`src/rtl/instruction_fetch_pkg.sv`:
```
// Shared types and helpers for the instruction fetch stage.
package instruction_fetch_pkg;

  typedef enum logic [1:0] {
    IDLE  = 2'd0,
    WAIT  = 2'd1,
    HOLD  = 2'd2,
    FAULT = 2'd3
  } fetch_state_t;

  localparam logic [31:0] RV32I_NOP = 32'h0000_0013;

  function automatic logic isWordAligned(input logic [31:0] pc);
    return pc[1:0] == 2'b00;
  endfunction

endpackage

```
`src/rtl/instruction_fetch_if.sv`:
```
// Control, memory-port and decode-side signals of the fetch stage.
interface instruction_fetch_if;
  logic [31:0] pcOfInstruction;
  logic        fetchStart;
  logic        flush;
  logic [31:0] memReadAddress;
  logic        memReadRequest;
  logic        memReadAck;
  logic [31:0] memReadData;
  logic [31:0] instruction;
  logic [31:0] instructionPC;
  logic        instructionValid;
  logic        instructionConsume;
  logic        fetchMisaligned;
  logic        fetchTimeout;

  modport master (
    input  pcOfInstruction, fetchStart, flush, memReadAck, memReadData,
           instructionConsume,
    output memReadAddress, memReadRequest, instruction, instructionPC,
           instructionValid, fetchMisaligned, fetchTimeout
  );

  modport slave (
    output pcOfInstruction, fetchStart, flush, memReadAck, memReadData,
           instructionConsume,
    input  memReadAddress, memReadRequest, instruction, instructionPC,
           instructionValid, fetchMisaligned, fetchTimeout
  );
endinterface

```
`src/rtl/instruction_fetch_timeout_counter.sv`:
```
// Counts WAIT cycles without an acknowledge; expired flags the cycle whose
// increment would reach ACK_TIMEOUT.
module fetch_timeout_counter #(
  parameter int unsigned ACK_TIMEOUT = 16
) (
  input  logic clock,
  input  logic reset,
  input  logic clear,
  input  logic enable,
  output logic expired
);

  localparam int unsigned CW = (ACK_TIMEOUT > 0) ? $clog2(ACK_TIMEOUT + 1) : 1;
  localparam logic [CW-1:0] LAST = (ACK_TIMEOUT > 0) ? CW'(ACK_TIMEOUT - 1) : '0;

  logic [CW-1:0] count;

  always_ff @(posedge clock or posedge reset) begin
    if (reset) begin
      count <= '0;
    end else if (clear) begin
      count <= '0;
    end else if (enable && count != LAST) begin
      count <= count + CW'(1);
    end
  end

  assign expired = (ACK_TIMEOUT != 0) && enable && (count == LAST);

endmodule

```
`src/rtl/instruction_fetch.sv`:
```
// Fetch stage: issues one read per fetch, holds the returned word for decode,
// and reports misaligned PCs and acknowledge timeouts as sticky faults.
module instruction_fetch
  import instruction_fetch_pkg::*;
#(
  parameter logic [31:0] RESET_INSTRUCTION = RV32I_NOP,
  parameter int unsigned ACK_TIMEOUT       = 16
) (
  input logic             clock,
  input logic             reset,
  instruction_fetch_if.master bus
);

  fetch_state_t state, stateNext;

  logic [31:0] addrReg, addrNext;
  logic        reqReg, reqNext;
  logic [31:0] instrReg, instrNext;
  logic [31:0] pcReg, pcNext;
  logic        validReg, validNext;
  logic        misReg, misNext;
  logic        toReg, toNext;
  logic        expired;

  fetch_timeout_counter #(
    .ACK_TIMEOUT(ACK_TIMEOUT)
  ) timeoutCounter (
    .clock  (clock),
    .reset  (reset),
    .clear  (state != WAIT),
    .enable (state == WAIT && !bus.memReadAck && !bus.flush),
    .expired(expired)
  );

  always_ff @(posedge clock or posedge reset) begin
    if (reset) begin
      state    <= IDLE;
      addrReg  <= '0;
      reqReg   <= 1'b0;
      instrReg <= RESET_INSTRUCTION;
      pcReg    <= '0;
      validReg <= 1'b0;
      misReg   <= 1'b0;
      toReg    <= 1'b0;
    end else begin
      state    <= stateNext;
      addrReg  <= addrNext;
      reqReg   <= reqNext;
      instrReg <= instrNext;
      pcReg    <= pcNext;
      validReg <= validNext;
      misReg   <= misNext;
      toReg    <= toNext;
    end
  end

  always_comb begin
    stateNext = state;
    addrNext  = addrReg;
    reqNext   = reqReg;
    instrNext = instrReg;
    pcNext    = pcReg;
    validNext = validReg;
    misNext   = misReg;
    toNext    = toReg;

    if (bus.flush) begin
      stateNext = IDLE;
      reqNext   = 1'b0;
      validNext = 1'b0;
      instrNext = RESET_INSTRUCTION;
      misNext   = 1'b0;
      toNext    = 1'b0;
    end else begin
      unique case (state)
        IDLE: begin
          if (bus.fetchStart) begin
            if (isWordAligned(bus.pcOfInstruction)) begin
              addrNext  = bus.pcOfInstruction;
              reqNext   = 1'b1;
              stateNext = WAIT;
            end else begin
              misNext   = 1'b1;
              stateNext = FAULT;
            end
          end
        end
        WAIT: begin
          // Ack takes priority over a counter expiring in the same cycle.
          if (bus.memReadAck) begin
            instrNext = bus.memReadData;
            pcNext    = addrReg;
            validNext = 1'b1;
            reqNext   = 1'b0;
            stateNext = HOLD;
          end else if (expired) begin
            reqNext   = 1'b0;
            toNext    = 1'b1;
            stateNext = FAULT;
          end
        end
        HOLD: begin
          if (bus.instructionConsume && validReg) begin
            validNext = 1'b0;
            instrNext = RESET_INSTRUCTION;
            stateNext = IDLE;
            // Back-to-back: the new PC goes through the same launch checks.
            if (bus.fetchStart) begin
              if (isWordAligned(bus.pcOfInstruction)) begin
                addrNext  = bus.pcOfInstruction;
                reqNext   = 1'b1;
                stateNext = WAIT;
              end else begin
                misNext   = 1'b1;
                stateNext = FAULT;
              end
            end
          end
        end
        FAULT: begin
          reqNext   = 1'b0;
          validNext = 1'b0;
        end
        default: stateNext = IDLE;
      endcase
    end
  end

  assign bus.memReadAddress   = addrReg;
  assign bus.memReadRequest   = reqReg;
  assign bus.instruction      = instrReg;
  assign bus.instructionPC    = pcReg;
  assign bus.instructionValid = validReg;
  assign bus.fetchMisaligned  = misReg;
  assign bus.fetchTimeout     = toReg;

endmodule

```
`src/flat_wrapper.sv`:
```
// flat-port wrapper written by rule: the top's interface ports become plain ports
module instruction_fetch_flat import instruction_fetch_pkg::*;
#(
  parameter logic [31:0] RESET_INSTRUCTION = RV32I_NOP,
  parameter int unsigned ACK_TIMEOUT       = 16
)
  (clock, reset, bus_pcOfInstruction, bus_fetchStart, bus_flush, bus_memReadAck, bus_memReadData, bus_instructionConsume, bus_memReadAddress, bus_memReadRequest, bus_instruction, bus_instructionPC, bus_instructionValid, bus_fetchMisaligned, bus_fetchTimeout);
  instruction_fetch_if bus_i ();
  input logic clock;
  input logic reset;
  input wire logic [$bits(bus_i.pcOfInstruction)-1:0] bus_pcOfInstruction;
  input wire logic [$bits(bus_i.fetchStart)-1:0] bus_fetchStart;
  input wire logic [$bits(bus_i.flush)-1:0] bus_flush;
  input wire logic [$bits(bus_i.memReadAck)-1:0] bus_memReadAck;
  input wire logic [$bits(bus_i.memReadData)-1:0] bus_memReadData;
  input wire logic [$bits(bus_i.instructionConsume)-1:0] bus_instructionConsume;
  output wire logic [$bits(bus_i.memReadAddress)-1:0] bus_memReadAddress;
  output wire logic [$bits(bus_i.memReadRequest)-1:0] bus_memReadRequest;
  output wire logic [$bits(bus_i.instruction)-1:0] bus_instruction;
  output wire logic [$bits(bus_i.instructionPC)-1:0] bus_instructionPC;
  output wire logic [$bits(bus_i.instructionValid)-1:0] bus_instructionValid;
  output wire logic [$bits(bus_i.fetchMisaligned)-1:0] bus_fetchMisaligned;
  output wire logic [$bits(bus_i.fetchTimeout)-1:0] bus_fetchTimeout;
  assign bus_i.pcOfInstruction = bus_pcOfInstruction;
  assign bus_i.fetchStart = bus_fetchStart;
  assign bus_i.flush = bus_flush;
  assign bus_i.memReadAck = bus_memReadAck;
  assign bus_i.memReadData = bus_memReadData;
  assign bus_i.instructionConsume = bus_instructionConsume;
  assign bus_memReadAddress = bus_i.memReadAddress;
  assign bus_memReadRequest = bus_i.memReadRequest;
  assign bus_instruction = bus_i.instruction;
  assign bus_instructionPC = bus_i.instructionPC;
  assign bus_instructionValid = bus_i.instructionValid;
  assign bus_fetchMisaligned = bus_i.fetchMisaligned;
  assign bus_fetchTimeout = bus_i.fetchTimeout;
  instruction_fetch #(.RESET_INSTRUCTION(RESET_INSTRUCTION), .ACK_TIMEOUT(ACK_TIMEOUT)) u_core (.clock(clock), .reset(reset), .bus(bus_i));
endmodule
```
`config.mk`:
```
export PLATFORM = sky130hd
export DESIGN_NAME = instruction_fetch_flat
export DESIGN_NICKNAME = d
export VERILOG_FILES = /design/src/rtl/instruction_fetch_pkg.sv /design/src/rtl/instruction_fetch_if.sv /design/src/rtl/instruction_fetch_timeout_counter.sv /design/src/rtl/instruction_fetch.sv /design/src/flat_wrapper.sv
export SDC_FILE = /design/constraint.sdc
export NUM_CORES = 1
export LEC_CHECK = 0
export BUFFER_PORTS_ARGS = -buffer_cell sky130_fd_sc_hd__buf_2
export CORE_ASPECT_RATIO = 2
export CORE_UTILIZATION = 45
export CTS_CLUSTER_DIAMETER = 40
export DETAILED_ROUTE_END_ITERATION = 12
export HOLD_SLACK_MARGIN = 0.06
export PLACE_DENSITY = 0.81
export SLEW_MARGIN = 10
export SYNTH_ARGS = -nofsm -noshare
export SYNTH_HDL_FRONTEND = slang
export SYNTH_HIERARCHICAL = 1
export SYNTH_SLANG_ARGS = --single-unit
```
`constraint.sdc`:
```
create_clock -name clock -period 3.9 [get_ports clock]
set_input_delay 0.39 -clock clock [delete_from_list [all_inputs] [get_ports clock]]
set_output_delay 0.39 -clock clock [all_outputs]
set_load 0.1 [all_outputs]
```
==> out/metrics.yaml, run 1 <==
setup_path:
  rrSetupSlack_ns: 1.34
  critPathCaptureType: "register"
  arrival_ns: 2.82
  r2r-start: "u_core/state[0]$_DFFE_PP0P_"
  r2r_cells: 6
  critPathMaxFanout: 18
  crit_start: "u_core/state[0]$_DFFE_PP0P_"
  start_kind: "register"
  crit_type: "register to register"
  r2r_end: "u_core/bus.instruction[21]$_DFFE_PP0P_"
  critical_path_required_ns: 4.15
die:
  dieHeight_um: 146
  dieWidth_um: 74.0
  initial_utilization_pct: 46.3
  die_area_sq_um: 10800
  fp.coreArea_sq_um: 10100
  rows: 52
  ioPinCount: 170
timing:
  fin_crit_sh_pct: 65.7
  finalSetupViolCount: 0
  fin_tns_setup_ns: 0
  worst_pin_slew_ns: 1.10
  skew_ns: 0.00868
  slew-limit-headroom_pct: 26.4
  rsz0062_at_grt: "no"
  drv_slew: 0
  max_freq_ghz: 0.390
  hold_violations: 0
  fin_crit_ns: 2.56
placement:
  hpwl_mm: 7.66
  portBuffers: 169
  place_congestion: 0.854
synthesis:
  synth_seq_area_share_pct: 57.4
  synth.area.mux_share_pct: 24.7
  synth_edf_count: 0
  synth_cells: 345
  syn_avg_cell_area_sq_um: 13.5
  synth-simple-area-share_pct: 6.64
  synthArstFlopShare_pct: 100
  ys.flop_type: "dfrtp_1"
  ys_warn_count: 6
  synth_seq_cells: 107
  synth.distinct_cells: 42
  synth_compound_area_share_pct: 3.51
  syn_area_sq_um: 4670
  syn_nets: 423
  synth_xor_area_share_pct: 0.375
  synth_top_family_by_area: "multiplexers"
  synth_fa_ha_area_share_pct: 2.14
clocking:
  cts_hold_buf: 1
  cts_root_buf: "clkbuf_16"
  cts_made_buffers: 9
  clk_latency_ns: 0.34
  cts_max_path_buffers: 2
  cts_resized: 0
  cts_tree: "built"
  cts_setup_buffers: 0
  clkSinkCount: 107
  htree_levels: 3
  clkTransAtPathRegs_ns: 0.07
route:
  drt_iter0_drc: 144
  vias: 3209
  routedWlPerCell_um: 15.8
  drt_first_pass_iters: 4
  detail-route-antenna-nets: 0
  drc: 0
  wl_mm: 10.4
  routed_via_density: 4.88
worst_hold_path:
  hp-class: "input port to register"
  hold_end: "u_core/bus.memReadAddress[30]$_DFFE_PP0P_"
  hold_start: "bus_pcOfInstruction[30]"
  min_path_cells: 2
global_route:
  overflow: 0
  grt_pass1_wl_mm: 16.5
  grt_max_degree: 68
  track_usage_pct: 20.2
  antenna_found_initial: 2
  grt_pass1_vias: 3350
finish:
  final_cell_mix: "buf_2, dfrtp_1, inv_1"
  multi_input_area_sq_um: 1760
  register_area_sq_um: 2680
  area_growth_pct: 27.1
  nets: 595
  layout-drive-gt1-share_pct: 50.6
  fill_cells: 821
  final_common_cell: "buf_2"
flow_run:
  cap_violations: 0
status:
  status: "complete, no violations"
[state kept, by name (all words and copies together), names as in the netlist]
name,flops
u_core/bus.memReadRequest,1
u_core/bus.instructionPC,32
u_core/bus.instructionValid,1
u_core/bus.fetchMisaligned,1
u_core/bus.fetchTimeout,1
u_core/timeoutCounter/count,5
u_core/state,2
u_core/bus.instruction,32
u_core/bus.memReadAddress,32
[logic make-up after synthesis]
kind of cell | after synthesis
adder cells (fa/ha/maj) | 8
buffers and inverters | 52
flip-flops | 107
AO/OA/AOI/OAI | 18
XOR/XNOR | 2
multiplexers | 96
AND/OR/NAND/NOR | 62
[worst max path at each step]
stage | cells after the start | end
floorplan | 1 | u_core/bus.fetchMisaligned$_DFFE_PP0P_
global placement | 6 | u_core/bus.instruction[30]$_DFFE_PP0P_
detailed placement | 6 | u_core/bus.instruction[21]$_DFFE_PP0P_
CTS | 6 | u_core/bus.instruction[21]$_DFFE_PP0P_
global route | 6 | u_core/bus.instruction[27]$_DFFE_PP0P_
finish | 6 | u_core/bus.instruction[21]$_DFFE_PP0P_
[critical path, cell delays in order (launching register included)]
cell and delay [ns]:
dfrtp_1 0.44, inv_1 0.14, ha_1 0.31, a21bo_2 0.32
a31oi_4 0.60, buf_4 0.41, mux2i_1 0.26
[cell type report]
class,count,share of cell area (%)
antenna,1,0.0421
multi-input combinational,186,29.6
sequential,107,45.2
timing repair buffer,174,14.9
tap,135,2.84
clock buffer,11,4.26
clock inverter,5,0.716
inverter,39,2.51
[stage by stage]
stage	cells	util [%]	hold WS [ns]	cell area, sq um	setup WS, ns
after floorplan	345	-	0.169	4670	0.839
after global placement	640	55.8	0.325	5630	1.50
after detailed placement	640	55.8	0.332	5630	1.34
after CTS	657	58.9	0.255	5940	1.36
after global routing	658	58.9	0.252	5940	1.16
final	658	58.9	0.269	5940	1.34
[layer usage]
metal  part of all wire, %  vias up  global-route usage (%)
met5                  0.16        -                       0
met4                   2.8        2                    9.42
met3                   3.8       24                    4.55
met2                    56      100                    36.0
met1                    37     1582                    21.6
li1                      -     1501                       -
[Yosys cell counts, drive strengths merged (4+ instances only)]
cell type | n | area, sq um
nand2 | 29 | 109
mux2 | 66 | 852
or3 | 4 | 25.0
inv | 39 | 146
dfrtp | 104 | 2600
buf | 10 | 87.6
mux2i | 30 | 300
ha | 8 | 100
nor2 | 10 | 37.5
Power of run 1 is left out: the tool's default activity adds up to more than one toggle a clock period on the data nets, which glitch-free logic cannot reach.
==> run 2, diff against run 1 <==
- clock period: 3.9 -> 2.4 ns (I/O delays scaled with it)
==> run 2 against run 1 <==
Against the previous run: utilization rose by 0.92 points; wire length rose by 1.4%; clock skew rose by 0.0017 ns; via count rose by 0.81%; sequential share of layout area fell by 0.69 points; first-iteration DRC count rose by 14%; flip-flop and latch count did not move; highest routed layer is now met4.
==> out/metrics.yaml, run 2 (synthesis gave the netlist of run 1 again) <==
die:
  rows: 52  # unchanged
  initial_utilization_pct: 46.3  # unchanged
  fp.coreArea_sq_um: 10100  # unchanged
  ioPinCount: 170  # unchanged
  dieHeight_um: 146  # unchanged
  die_area_sq_um: 10800  # unchanged
  dieWidth_um: 74.0  # unchanged
placement:
  portBuffers: 169  # unchanged
  place_congestion: 0.831  # -2.8%
  place_ws_ns: 0.140  # -1.20 ns
  hpwl_mm: 7.71  # +0.76%
route:
  highest-signal-layer: "met4"
  drt_first_pass_iters: 4  # unchanged
  routed_via_density: 4.89  # +0.35%
  routedWlPerCell_um: 15.9  # +0.95%
  detail-route-antenna-nets: 0  # unchanged
  wl_met2_mm: 5.87  # +0.24%
  wl_mm: 10.5  # +1.4%
  vias: 3235  # +0.81%
  drt_iter0_drc: 164  # +14%
  routed-wl-met3_um: 361  # -8.8%
  wirelength_met1_mm: 3.83  # +0.39%
  drc: 0  # unchanged
clocking:
  cts_root_buf: "clkbuf_16"
  clk_latency_ns: 0.34  # about the same
  htree_levels: 3  # unchanged
  cts_setup_buffers: 0  # unchanged
  clkTransAtPathRegs_ns: 0.07  # about the same
  cts_max_path_buffers: 2  # unchanged
  clkSinkCount: 107  # unchanged
  cts_made_buffers: 9  # unchanged
  cts_tree: "built"
timing:
  hold_violations: 0  # unchanged
  setup_ws_ns: 0.139  # -1.20 ns
  drv_slew: 0  # unchanged
  fin_crit_sh_pct: 94.2  # +29 points
  finalSetupViolCount: 0  # unchanged
  worst_pin_slew_ns: 0.516  # -0.587 ns
  fin_tns_setup_ns: 0  # unchanged
  rsz0062_at_grt: "no"
  max_freq_ghz: 0.442  # +13%
  fin_crit_ns: 2.26  # -0.301 ns
  slew-limit-headroom_pct: 65.8  # +39 points
  skew_ns: 0.0103  # +0.00165 ns
finish:
  layout-drive-gt1-share_pct: 51.3  # +0.76 points
  area_growth_pct: 29.1
  multi_input_area_sq_um: 1770  # +0.78%
  nets: 599  # +0.67%
  fill_cells: 823  # +0.24%
  final_cell_mix: "buf_2, dfrtp_1, inv_1"
  final_common_cell: "buf_2"
  n_antenna_cell: 0  # -1
  register_area_sq_um: 2680  # unchanged
global_route:
  track_usage_pct: 20.4  # +0.16 points
  antenna_found_initial: 0  # -2
  grt_max_degree: 51  # -25%
  grt_pass1_wl_mm: 16.6  # +0.75%
  grt_pass1_vias: 3458  # +3.2%
  overflow: 0  # unchanged
worst_hold_path:
  hp-class: "input port to register"
setup_path:
  crit_type: "register to register"
  critPathMaxFanout: 5  # -13
  critical_path_required_ns: 2.65  # -1.50 ns
  critPathCaptureType: "register"
  arrival_ns: 2.51  # -0.31 ns
  start_kind: "register"
status:
  status: "complete, no violations"
flow_run:
  cap_violations: 0  # unchanged
==> run 2: cell types whose count changed in the layout (fill, tap and decap cells not counted), sizes merged <==
cell,delta
buf,+4
diode,-1
clkbuf,-2
bufinv,+1
clkinv,+1
==> run 2: per-layer routing <==
metal  vias to the layer above  track usage [%]
met4                         0             11.4
met5                         -                0
met3                        36             3.52
met2                       112             35.6
met1                      1569             22.3
li1                       1518                -
==> run 2: what timing repair did <==
item                       CTS  global route
hold endpoints to repair    20             0
hold buffers                 1             0
gates resized for setup      0             2
setup endpoints to repair    0             1
==> run 2: worst max-delay path, cell delays in order, from the launching register on <==
cell,delay (ns)
dfrtp_1,0.42
ha_1,0.22
and3_1,0.19
ha_1,0.25
and2_1,0.17
or3b_1,0.44
and4_1,0.25
a311oi_2,0.23
==> run 2: worst paths after layout <==
path                                                       startpoint                                    endpoint  slack (ns)  cells past startpoint
max reg2reg                u_core/timeoutCounter/count[0]$_DFFE_PP0P_                 u_core/state[0]$_DFFE_PP0P_        0.14                      7
min in group asynchronous                                       reset  u_core/timeoutCounter/count[4]$_DFFE_PP0P_        0.37                      3
min reg2reg                  u_core/bus.instructionPC[12]$_DFFE_PP0P_    u_core/bus.instructionPC[12]$_DFFE_PP0P_        0.50                      1
max in group asynchronous                                       reset       u_core/bus.instruction[1]$_DFFE_PP1P_        1.26                      4
min                                           bus_pcOfInstruction[30]   u_core/bus.memReadAddress[30]$_DFFE_PP0P_        0.11                      2
max                        u_core/timeoutCounter/count[0]$_DFFE_PP0P_                 u_core/state[0]$_DFFE_PP0P_        0.14                      7
==> run 2: area by class of cell <==
type	count	share of cell area, %
clock buffers	9	3.73
clock inverters	7	1.58
inverters	39	2.49
multi-input cells	186	29.3
flip-flops and latches	107	44.5
well taps	135	2.80
repair buffers	178	15.6
==> run 2: stage by stage <==
step,area (sq um),cells,hold WS (ns),utilization (%)
floorplan,4670,345,0.0185,-
global route,6030,661,0.106,59.8
detailed placement,5690,644,0.187,56.4
global placement,5690,644,0.179,56.4
CTS,6020,661,0.0964,59.7
finish,6030,661,0.111,59.8
Power of run 2 is left out for the same reason.
